===== src/rtl/osnt_sume_ts_extract.sv =====
// Receive-side timestamp reader: watches a 256-bit RX AXI-Stream, pulls the
// 64-bit transmit stamp out of each packet at a programmable byte offset and
// queues {latency, tx_stamp} per packet on a valid/ready result port.
module osnt_sume_ts_extract #(
    parameter int C_S_AXIS_DATA_WIDTH = 256,
    parameter int TIMESTAMP_WIDTH     = 64,
    parameter int RESULT_FIFO_DEPTH   = 4
) (
    input  logic                           axi_aclk,
    input  logic                           axi_reset,
    input  logic                           en,
    input  logic [31:0]                    rx_ts_pos,
    input  logic [TIMESTAMP_WIDTH-1:0]     stamp_counter,
    input  logic                           s_axis_tvalid,
    input  logic                           s_axis_tready,
    input  logic [C_S_AXIS_DATA_WIDTH-1:0] s_axis_tdata,
    input  logic                           s_axis_tlast,
    output logic                           result_valid,
    input  logic                           result_ready,
    output logic [TIMESTAMP_WIDTH-1:0]     result_latency,
    output logic [TIMESTAMP_WIDTH-1:0]     result_tx_stamp,
    output logic [31:0]                    pkt_count,
    output logic [31:0]                    short_count,
    output logic [31:0]                    drop_count
);

    localparam int TW = TIMESTAMP_WIDTH;
    localparam int AW = (RESULT_FIFO_DEPTH > 1) ? $clog2(RESULT_FIFO_DEPTH) : 1;
    localparam logic [AW:0]  FIFO_FULL = RESULT_FIFO_DEPTH[AW:0];
    localparam logic [26:0]  BEAT_MAX  = 27'h7FF_FFFF;

    localparam logic [1:0] ST_IDLE = 2'd0;
    localparam logic [1:0] ST_SEEK = 2'd1;
    localparam logic [1:0] ST_HAVE = 2'd2;
    localparam logic [1:0] ST_SKIP = 2'd3;

    logic [1:0]      state_q, state_d;
    logic [31:3]     pos_q;
    logic [TW-1:0]   arrival_q;
    logic [26:0]     beat_q;
    logic [TW-1:0]   cap_q;

    logic            push_q, short_q;
    logic            push_d, short_d;
    logic [TW-1:0]   lat_q, tx_q;

    logic [2*TW-1:0] mem_q [0:RESULT_FIFO_DEPTH-1];
    logic [AW-1:0]   wr_ptr_q, rd_ptr_q;
    logic [AW:0]     count_q;

    logic            beat_acc_s;
    logic            in_idle_s;
    logic [31:3]     pos_s;
    logic [26:0]     beat_idx_s;
    logic [TW-1:0]   arrival_s;
    logic [TW-1:0]   field_s;
    logic            hit_s;
    logic [TW-1:0]   push_tx_s;
    logic            pop_s;
    logic            wr_ok_s;
    logic            unused_s;

    // Byte offsets are 8-byte aligned; the low offset bits carry no meaning.
    assign unused_s = ^rx_ts_pos[2:0];

    assign beat_acc_s = s_axis_tvalid & s_axis_tready;
    assign in_idle_s  = (state_q == ST_IDLE);

    // At SOP the live inputs are used so a single-beat packet resolves at once.
    assign pos_s      = in_idle_s ? rx_ts_pos[31:3] : pos_q;
    assign beat_idx_s = in_idle_s ? 27'd0 : beat_q;
    assign arrival_s  = in_idle_s ? stamp_counter : arrival_q;
    assign field_s    = s_axis_tdata[{pos_s[4:3], 6'd0} +: TW];
    assign hit_s      = beat_acc_s && (beat_idx_s == pos_s[31:5]) &&
                        ((in_idle_s && en) || (state_q == ST_SEEK));
    assign push_tx_s  = hit_s ? field_s : cap_q;

    // Packet FSM next-state and end-of-packet outcome.
    always_comb begin
        state_d = state_q;
        push_d  = 1'b0;
        short_d = 1'b0;
        case (state_q)
            ST_IDLE: begin
                if (beat_acc_s) begin
                    if (en) begin
                        if (hit_s) begin
                            if (s_axis_tlast) push_d  = 1'b1;
                            else              state_d = ST_HAVE;
                        end else begin
                            if (s_axis_tlast) short_d = 1'b1;
                            else              state_d = ST_SEEK;
                        end
                    end else begin
                        if (s_axis_tlast) state_d = ST_IDLE;
                        else              state_d = ST_SKIP;
                    end
                end else begin
                    state_d = ST_IDLE;
                end
            end
            ST_SEEK: begin
                if (beat_acc_s && s_axis_tlast) begin
                    state_d = ST_IDLE;
                    if (hit_s) push_d  = 1'b1;
                    else       short_d = 1'b1;
                end else if (hit_s) begin
                    state_d = ST_HAVE;
                end else begin
                    state_d = ST_SEEK;
                end
            end
            ST_HAVE: begin
                if (beat_acc_s && s_axis_tlast) begin
                    state_d = ST_IDLE;
                    push_d  = 1'b1;
                end else begin
                    state_d = ST_HAVE;
                end
            end
            ST_SKIP: begin
                if (beat_acc_s && s_axis_tlast) state_d = ST_IDLE;
                else                            state_d = ST_SKIP;
            end
            default: state_d = ST_IDLE;
        endcase
    end

    // Packet tracking: state, SOP-latched offset/arrival, beat index, captured field.
    always_ff @(posedge axi_aclk) begin
        if (axi_reset) begin
            state_q   <= ST_IDLE;
            pos_q     <= '0;
            arrival_q <= '0;
            beat_q    <= 27'd0;
            cap_q     <= '0;
        end else begin
            state_q <= state_d;
            if (beat_acc_s && in_idle_s) begin
                pos_q     <= rx_ts_pos[31:3];
                arrival_q <= stamp_counter;
                beat_q    <= 27'd1;
            end else if (beat_acc_s && (beat_q != BEAT_MAX)) begin
                beat_q <= beat_q + 27'd1;
            end else begin
                beat_q <= beat_q;
            end
            if (hit_s) cap_q <= field_s;
            else       cap_q <= cap_q;
        end
    end

    // Latency subtraction stage between end-of-packet and the result queue.
    always_ff @(posedge axi_aclk) begin
        if (axi_reset) begin
            push_q  <= 1'b0;
            short_q <= 1'b0;
            lat_q   <= '0;
            tx_q    <= '0;
        end else begin
            push_q  <= push_d;
            short_q <= short_d;
            lat_q   <= arrival_s - push_tx_s;
            tx_q    <= push_tx_s;
        end
    end

    // A pop in the same cycle frees a slot before the push is judged.
    assign pop_s   = result_valid & result_ready;
    assign wr_ok_s = push_q & ((count_q != FIFO_FULL) | pop_s);

    // Result queue storage, pointers and statistics counters.
    always_ff @(posedge axi_aclk) begin
        if (axi_reset) begin
            for (int i = 0; i < RESULT_FIFO_DEPTH; i++) mem_q[i] <= '0;
            wr_ptr_q    <= '0;
            rd_ptr_q    <= '0;
            count_q     <= '0;
            pkt_count   <= 32'd0;
            short_count <= 32'd0;
            drop_count  <= 32'd0;
        end else begin
            if (wr_ok_s) begin
                mem_q[wr_ptr_q] <= {lat_q, tx_q};
                wr_ptr_q        <= wr_ptr_q + 1'b1;
            end else begin
                wr_ptr_q <= wr_ptr_q;
            end
            if (pop_s) rd_ptr_q <= rd_ptr_q + 1'b1;
            else       rd_ptr_q <= rd_ptr_q;
            case ({wr_ok_s, pop_s})
                2'b10:   count_q <= count_q + 1'b1;
                2'b01:   count_q <= count_q - 1'b1;
                default: count_q <= count_q;
            endcase
            if (push_q && wr_ok_s)  pkt_count  <= pkt_count + 32'd1;
            else if (push_q)        drop_count <= drop_count + 32'd1;
            else                    pkt_count  <= pkt_count;
            if (short_q) short_count <= short_count + 32'd1;
            else         short_count <= short_count;
        end
    end

    assign result_valid    = (count_q != '0);
    assign result_latency  = mem_q[rd_ptr_q][2*TW-1:TW];
    assign result_tx_stamp = mem_q[rd_ptr_q][TW-1:0];

endmodule


===== config.mk =====
export PLATFORM = sky130hd
export DESIGN_NAME = osnt_sume_ts_extract
export DESIGN_NICKNAME = d
export VERILOG_FILES = /design/src/rtl/osnt_sume_ts_extract.sv
export SDC_FILE = /design/constraint.sdc
export NUM_CORES = 2
export LEC_CHECK = 0
export ABC_CLOCK_PERIOD_IN_PS = 10000
export CORE_ASPECT_RATIO = 0.8
export CORE_MARGIN = 2
export CORE_UTILIZATION = 55
export DETAILED_ROUTE_END_ITERATION = 10
export PLACE_DENSITY = 0.8
export SLEW_MARGIN = 20
export SYNTH_ARGS = -nofsm -noshare
export SYNTH_HDL_FRONTEND = slang
export SYNTH_SLANG_ARGS = --single-unit

===== constraint.sdc =====
create_clock -name axi_aclk -period 10 [get_ports axi_aclk]
set_input_delay 2 -clock axi_aclk [delete_from_list [all_inputs] [get_ports axi_aclk]]
set_output_delay 2 -clock axi_aclk [all_outputs]
set_load 0.05 [all_outputs]

# After elaboration in Yosys (flattened, before gate mapping)
# Memory sizes are Yosys's and may differ from the RTL's. A register that Yosys moved wholly into a read port is not among the register bits.
# Index checks and enable logic that the tools add are counted.
dict set report word_totals {
  mem_count 1
  input_bits 359
  register_bits 355
  ramBits 512
}
# memory depth width read_ports rd_clocked_by_memory_dff write_ports line_no
set mem_list {}
lappend mem_list {mem_q 4 128 1 1 4 47} ;# logic [2*TW-1:0] mem_q [0:RESULT_FIFO_DEPTH-1];
dict set report op_classes {
  add_sub_neg 9
  n_reduce_logical 15
  bitwise 5
  n_eq_ne 9
  n_mux 42
  n_shift 1
}
# op count
set ops {}
lappend ops {{indexed part select 256 x 9 -> 64 bit} 1}
lappend ops {{2-to-1 mux 128 bit} 1}
lappend ops {{2-to-1 mux 64 bit} 2}
lappend ops {{OR reduction 128 bit} 1}
lappend ops {{adder 32 x 1 -> 32 bit (second input constant)} 3}
lappend ops {{subtractor 64 bit} 1}
lappend ops {{2-to-1 mux 29 bit} 1}
lappend ops {{adder 27 x 1 -> 27 bit (second input constant)} 1}
lappend ops {{== test 27 bit} 1}
lappend ops {{2-to-1 mux 27 bit} 1}
lappend ops {{inequality test 27 bit (second input constant)} 1}
lappend ops {{2-to-1 mux 2 bit} 13}
lappend ops {{2-to-1 mux 1 bit} 20}
lappend ops {{one-hot mux 2 bit (4 select lines)} 1}
lappend ops {{logical AND 1 bit} 7}
lappend ops {{== test 2 bit (second input constant)} 3}
lappend ops {{one-hot mux 3 bit (2 select lines)} 1}
lappend ops {{adder 2 x 1 -> 2 bit (second input constant)} 2}
lappend ops {{== test 2 x 1 -> 1 bit (second input constant)} 2}
lappend ops {{inequality test 4 bit (second input constant)} 1}
lappend ops {{nonzero test 2 bit} 2}
lappend ops {{adder 3 x 1 -> 3 bit (second input constant)} 1}
lappend ops {{AND 1 bit} 3}
lappend ops {{inequality test 3 bit (second input constant)} 1}
lappend ops {{other kinds (10)} 10}

# Depth between registers and ports, before layout
dict set report logic_depth {
  depth_word 9
  ltp_mapped 27
  depth_no_buf 21
}

# Worst setup path after synthesis
# Ideal clock, no wire load.
dict set report synth_path {
  path_kind {input -> register}
  from {in result_ready}
  to {mem mem_q[1][0] (netlist name), enable pin}
  arrival_time_ns 8.691
  setup_time_ns 0.642
  stages 5
  t_required_ns 9.358
  slack_ns 0.667
  cell_sequence {nor4b_1 > nor2b_1 > clkbuf_1 > nand2_1 > o21bai_1}
}
# element line_no
set synth_rtl {}
lappend synth_rtl {{start: declaration} 19} ;# input logic result_ready,
lappend synth_rtl {{end: declaration} 47}

# Worst setup path in the final report
dict set report layout_path {
  from {in s_axis_tvalid}
  to {reg lat_q[58]}
}
dict set report layout_between {
  elab_chain_len 5
}
# element line_no
set layout_lines {}
lappend layout_lines {{start: declaration} 14} ;# input logic s_axis_tvalid,
lappend layout_lines {{AND 1 bit} 66} ;# assign beat_acc_s = s_axis_tvalid & s_axis_tready;
lappend layout_lines {{logical AND 1 bit (2 in a row)} 74} ;# assign hit_s = beat_acc_s && (beat_idx_s == pos_s[31:5]) &&
lappend layout_lines {{2-to-1 mux 64 bit} n/a}
lappend layout_lines {{named net push_tx_s[0]} 58} ;# logic [TW-1:0] push_tx_s;
lappend layout_lines {{subtractor 64 bit} 163} ;# lat_q <= arrival_s - push_tx_s;
lappend layout_lines {{end signal: assignment} 163}
lappend layout_lines {{end: declaration} 45} ;# logic [TW-1:0] lat_q, tx_q;
# The timed path passes the listed nets, and every way through them passes these cells.
# A chain may end at the register's enable or synchronous reset.

==> results.ini <==
[run_status]
status = complete, no violations

[logic_synthesis]
synth_enable_flop_cells = 512
synth_largest_type_area_fraction = 0.372
synth.ff_latch_count = 869
synth_cell_types = 95
netlist.top_cell.by_area = edfxtp_1
yosys-top-cells-area = edfxtp_1 (37%), dfxtp_1 (17%), mux4_2 (10%)
yosys_warnings = 0
postSynth.asyncResetShare = 0
post_synth_inst_count = 3651
synth-seq-area-share = 0.545
avgSynthCellArea_sq_um = 11.3
netlist_area_sq_mm = 0.0413
yosys_most_used_dff = edfxtp_1
synth.net_count = 4050

[global_route]
globalRoute.totalOverflow = 0
antenna_found_initial = 14
global_route_wire_length_before_repair_mm = 177
grt_start_max_net_pins = 117
grt_util_all_layers = 0.300
vias_in_the_first_global_route = 30000

[timing]
setup_tns_ns = 0
tightest_slew_ns = 1.11
setup_viol = 0
final-max-slew-violation-count = 0
relSlewSlack = 0.263
setup_slack_ns = 1.45
timing.final.crit_share = 0.855
unrepaired_setup_endpoints_after_global_routing = false
timing.final.hold_violations = 0
achievable-frequency_ghz = 0.117
finalClockSkew_ns = 0.0293
final_period_minus_worst_setup_slack_ns = 8.55

[critical_path]
endpoint_kind = flip-flop
criticalPathCategory = input port to flip-flop
worst_path_max_delay_cell = o211a_4
maximum_fanout_along_the_worst_path = 23
reg2reg_slack_ns = 2.51
crit_arrival_ns = 9.06
r2r_start = state_q[1]$_SDFFE_PP0P_
worstPathCellList = clkdlybuf4s50_1 -> nand2_1 -> or3_4 -> nor4_4 -> o211a_4 -> mux2_2 -> ha_1 -> fa_1 -> nor2b_1 -> o2111ai_1 -> a31oi_1 -> o22ai_1 -> o21a_1 -> maj3_1 -> o31ai_1 -> or4b_1 -> a31oi_2 -> o21ai_2 -> a41oi_1 -> o21ai_1 -> a21boi_1 -> mux2_1
critPathRequiredTime_ns = 10.52
max_stage_delay_ns = 0.59
reg_to_reg_end = lat_q[58]$_SDFF_PP0_
cp-start-kind = input port
reg2reg_depth = 21

[power_and_ir_drop]
p_int_mw = 6.56
power.clock.fraction = 0.359
worst_ir_drop_vdd_mv = 0.172
seq_power_share = 0.439
share_comb_of_total_power = 0.202
power.static_leakage_nw = 18.9
finalPower_mw = 9.15
switching_portion_of_total_power = 0.283
netSwitchingPower_mw = 2.59
power.density_cell_area_mw_per_mm2 = 180

[floorplanning]
floorplan.io_pins = 584
die_x_microns = 310
start_util = 0.558
floorplan.die_area_sq_mm = 0.0773
std_cell_rows = 89
die_height_microns = 249
core_area_sq_mm = 0.0741

[clock_network]
clock_latency_ns = 0.64
maximum_clock_insertion_buffer_count = 3
post-cts-setup-buffers = 0
cts-buffers-inserted = 86
postCtsResizedCells = 0
cts.htree.levels = 3
clkTransAtPathRegs_ns = 0.06
clk_tree_root_cell = clkbuf_16
cts_hold_buf = 0
cts_tree = built
clock_net_sink_count = 869

[min_path]
min_delay_startpoint = arrival_q[20]$_SDFFE_PP0P_
holdPathEnd = arrival_q[20]$_SDFFE_PP0P_
min_path_cells = 2
hold_class = flip-flop to flip-flop

[layout]
area_delta_synth_final_pct = 23.3
final_layout_size_suffix_gt1_frac = 0.113
layout_common_cells = clkdlybuf4s50_1 (579), nor2_1 (541), edfxtp_1 (512)
final_cells = 5247
final_common_cell = clkdlybuf4s50_1
nets_finish = 4566

[routing]
post-route-drc-count = 0
first_pass_drt_iterations = 6
route.detailed.vias_per_inst = 5.78
iter_0_drt_violations = 3033
antenna_viol_nets_final = 0
post_drt_wl_per_cell_microns = 22.2
detailed_route_wl_mm = 116
route.vias.total = 30300

[placement]
routabilityCongestion = 0.913
io_buffer_count = 580
detailedPlace.worstSlack_ns = 0.939
post-place-cells = 5080
place_hpwl_mm = 78.4

[run]
cap_violations = 0

## final cells by class
cell class              count  area [sq um]
diodes                      6          15.0
clock buffers             115          2380
clock inverters            46           484
fillers                  5289         23100
inverters                 167           627
multi-input cells        2428         17500
flip-flops and latches    869         22500
well taps                1001          1250
repair buffers            615          6120
## stage by stage
step,utilization,cell area [sq um],hold WS [ns]
floorplan,-,41300,0.433
global placement,0.649,48000,0.439
detailed placement,0.649,48000,0.445
CTS,0.687,50900,0.454
global route,0.687,50900,0.472
finish,0.687,50900,0.453
## how the worst max path moves through the flow
stage,startpoint,endpoint
2_1_floorplan,result_ready,mem_q[1][0]$_SDFFCE_PN0P_
4_1_cts,s_axis_tvalid,lat_q[58]$_SDFF_PP0_
5_1_grt,s_axis_tvalid,lat_q[58]$_SDFF_PP0_
6_report,s_axis_tvalid,lat_q[58]$_SDFF_PP0_
3_3_place_gp,s_axis_tvalid,lat_q[58]$_SDFF_PP0_
3_5_place_dp,s_axis_tvalid,lat_q[58]$_SDFF_PP0_
## layer usage
metal  global-route usage  vias up  share of wire
li1                     -    13900              -
met1                0.412    14800           0.40
met2                0.486     1356           0.48
met3               0.0603      200          0.092
met4               0.0828       16          0.026
met5                    0        -        0.00088
## cell families (layout without fill, tap and decap cells)
| group | Yosys count | count (layout) | share of synthesized area |
|---|---|---|---|
| mux | 339 | 339 | 0.141 |
| other cells | 0 | 6 | 0 |
| compound gates | 386 | 386 | 0.0586 |
| flops | 869 | 869 | 0.545 |
| xor+xnor | 199 | 199 | 0.0434 |
| simple gates | 1435 | 1435 | 0.158 |
| fa+ha+maj | 69 | 69 | 0.0196 |
| buf+inv | 354 | 943 | 0.0334 |
## state kept, by name, indices dropped and copies added, names as in the netlist, named ones only
| name | cells |
|---|---|
| lat_q | 64 |
| mem_q | 512 |
| pkt_count | 32 |
| wr_ptr_q | 2 |
| drop_count | 32 |
| rd_ptr_q | 2 |
| state_q | 2 |
| push_q | 1 |
| count_q | 3 |
| beat_q | 27 |
| arrival_q | 64 |
| tx_q | 64 |
| short_q | 1 |
| pos_q | 29 |
| short_count | 32 |
## synth_stat cells, types with 9 or more instances
library cell,instances
a21o_1,23
a21oi_1,178
a31oi_1,16
and2_1,147
and3_1,41
buf_1,29
clkbuf_1,145
dfxtp_1,357
edfxtp_1,512
ha_1,38
inv_1,167
maj3_1,25
mux2_2,53
mux2i_1,94
mux4_2,189
nand2_1,444
nand2b_1,26
nand3_1,61
nand4_1,40
nor2_1,542
nor2b_1,23
nor3_1,21
nor4_1,9
o21a_1,11
o21ai_0,70
o31ai_1,10
or2_2,10
or3_1,28
xnor2_1,92
xor2_1,102
## power by group through the flow
stage	Sequential, mW	Combinational [mW]	Clock (mW)
2_1_floorplan	4.04	1.24	0
6_report	4.02	1.85	3.28
3_3_place_gp	4.09	1.83	0
4_1_cts	4.02	1.86	3.31
3_5_place_dp	4.09	1.85	0
5_1_grt	4.03	1.95	3.44
## critical path: cells and delay by family
| family | cells | cell delay [ns] |
|---|---|---|
| AOI/OAI and AO/OA | 11 | 3.01 |
| and+or+nand+nor | 5 | 1.61 |
| adders and majority gates | 3 | 1.11 |
| muxes | 2 | 0.76 |
| buffers and inverters | 1 | 0.51 |
Power figures use the tool's default switching activity.
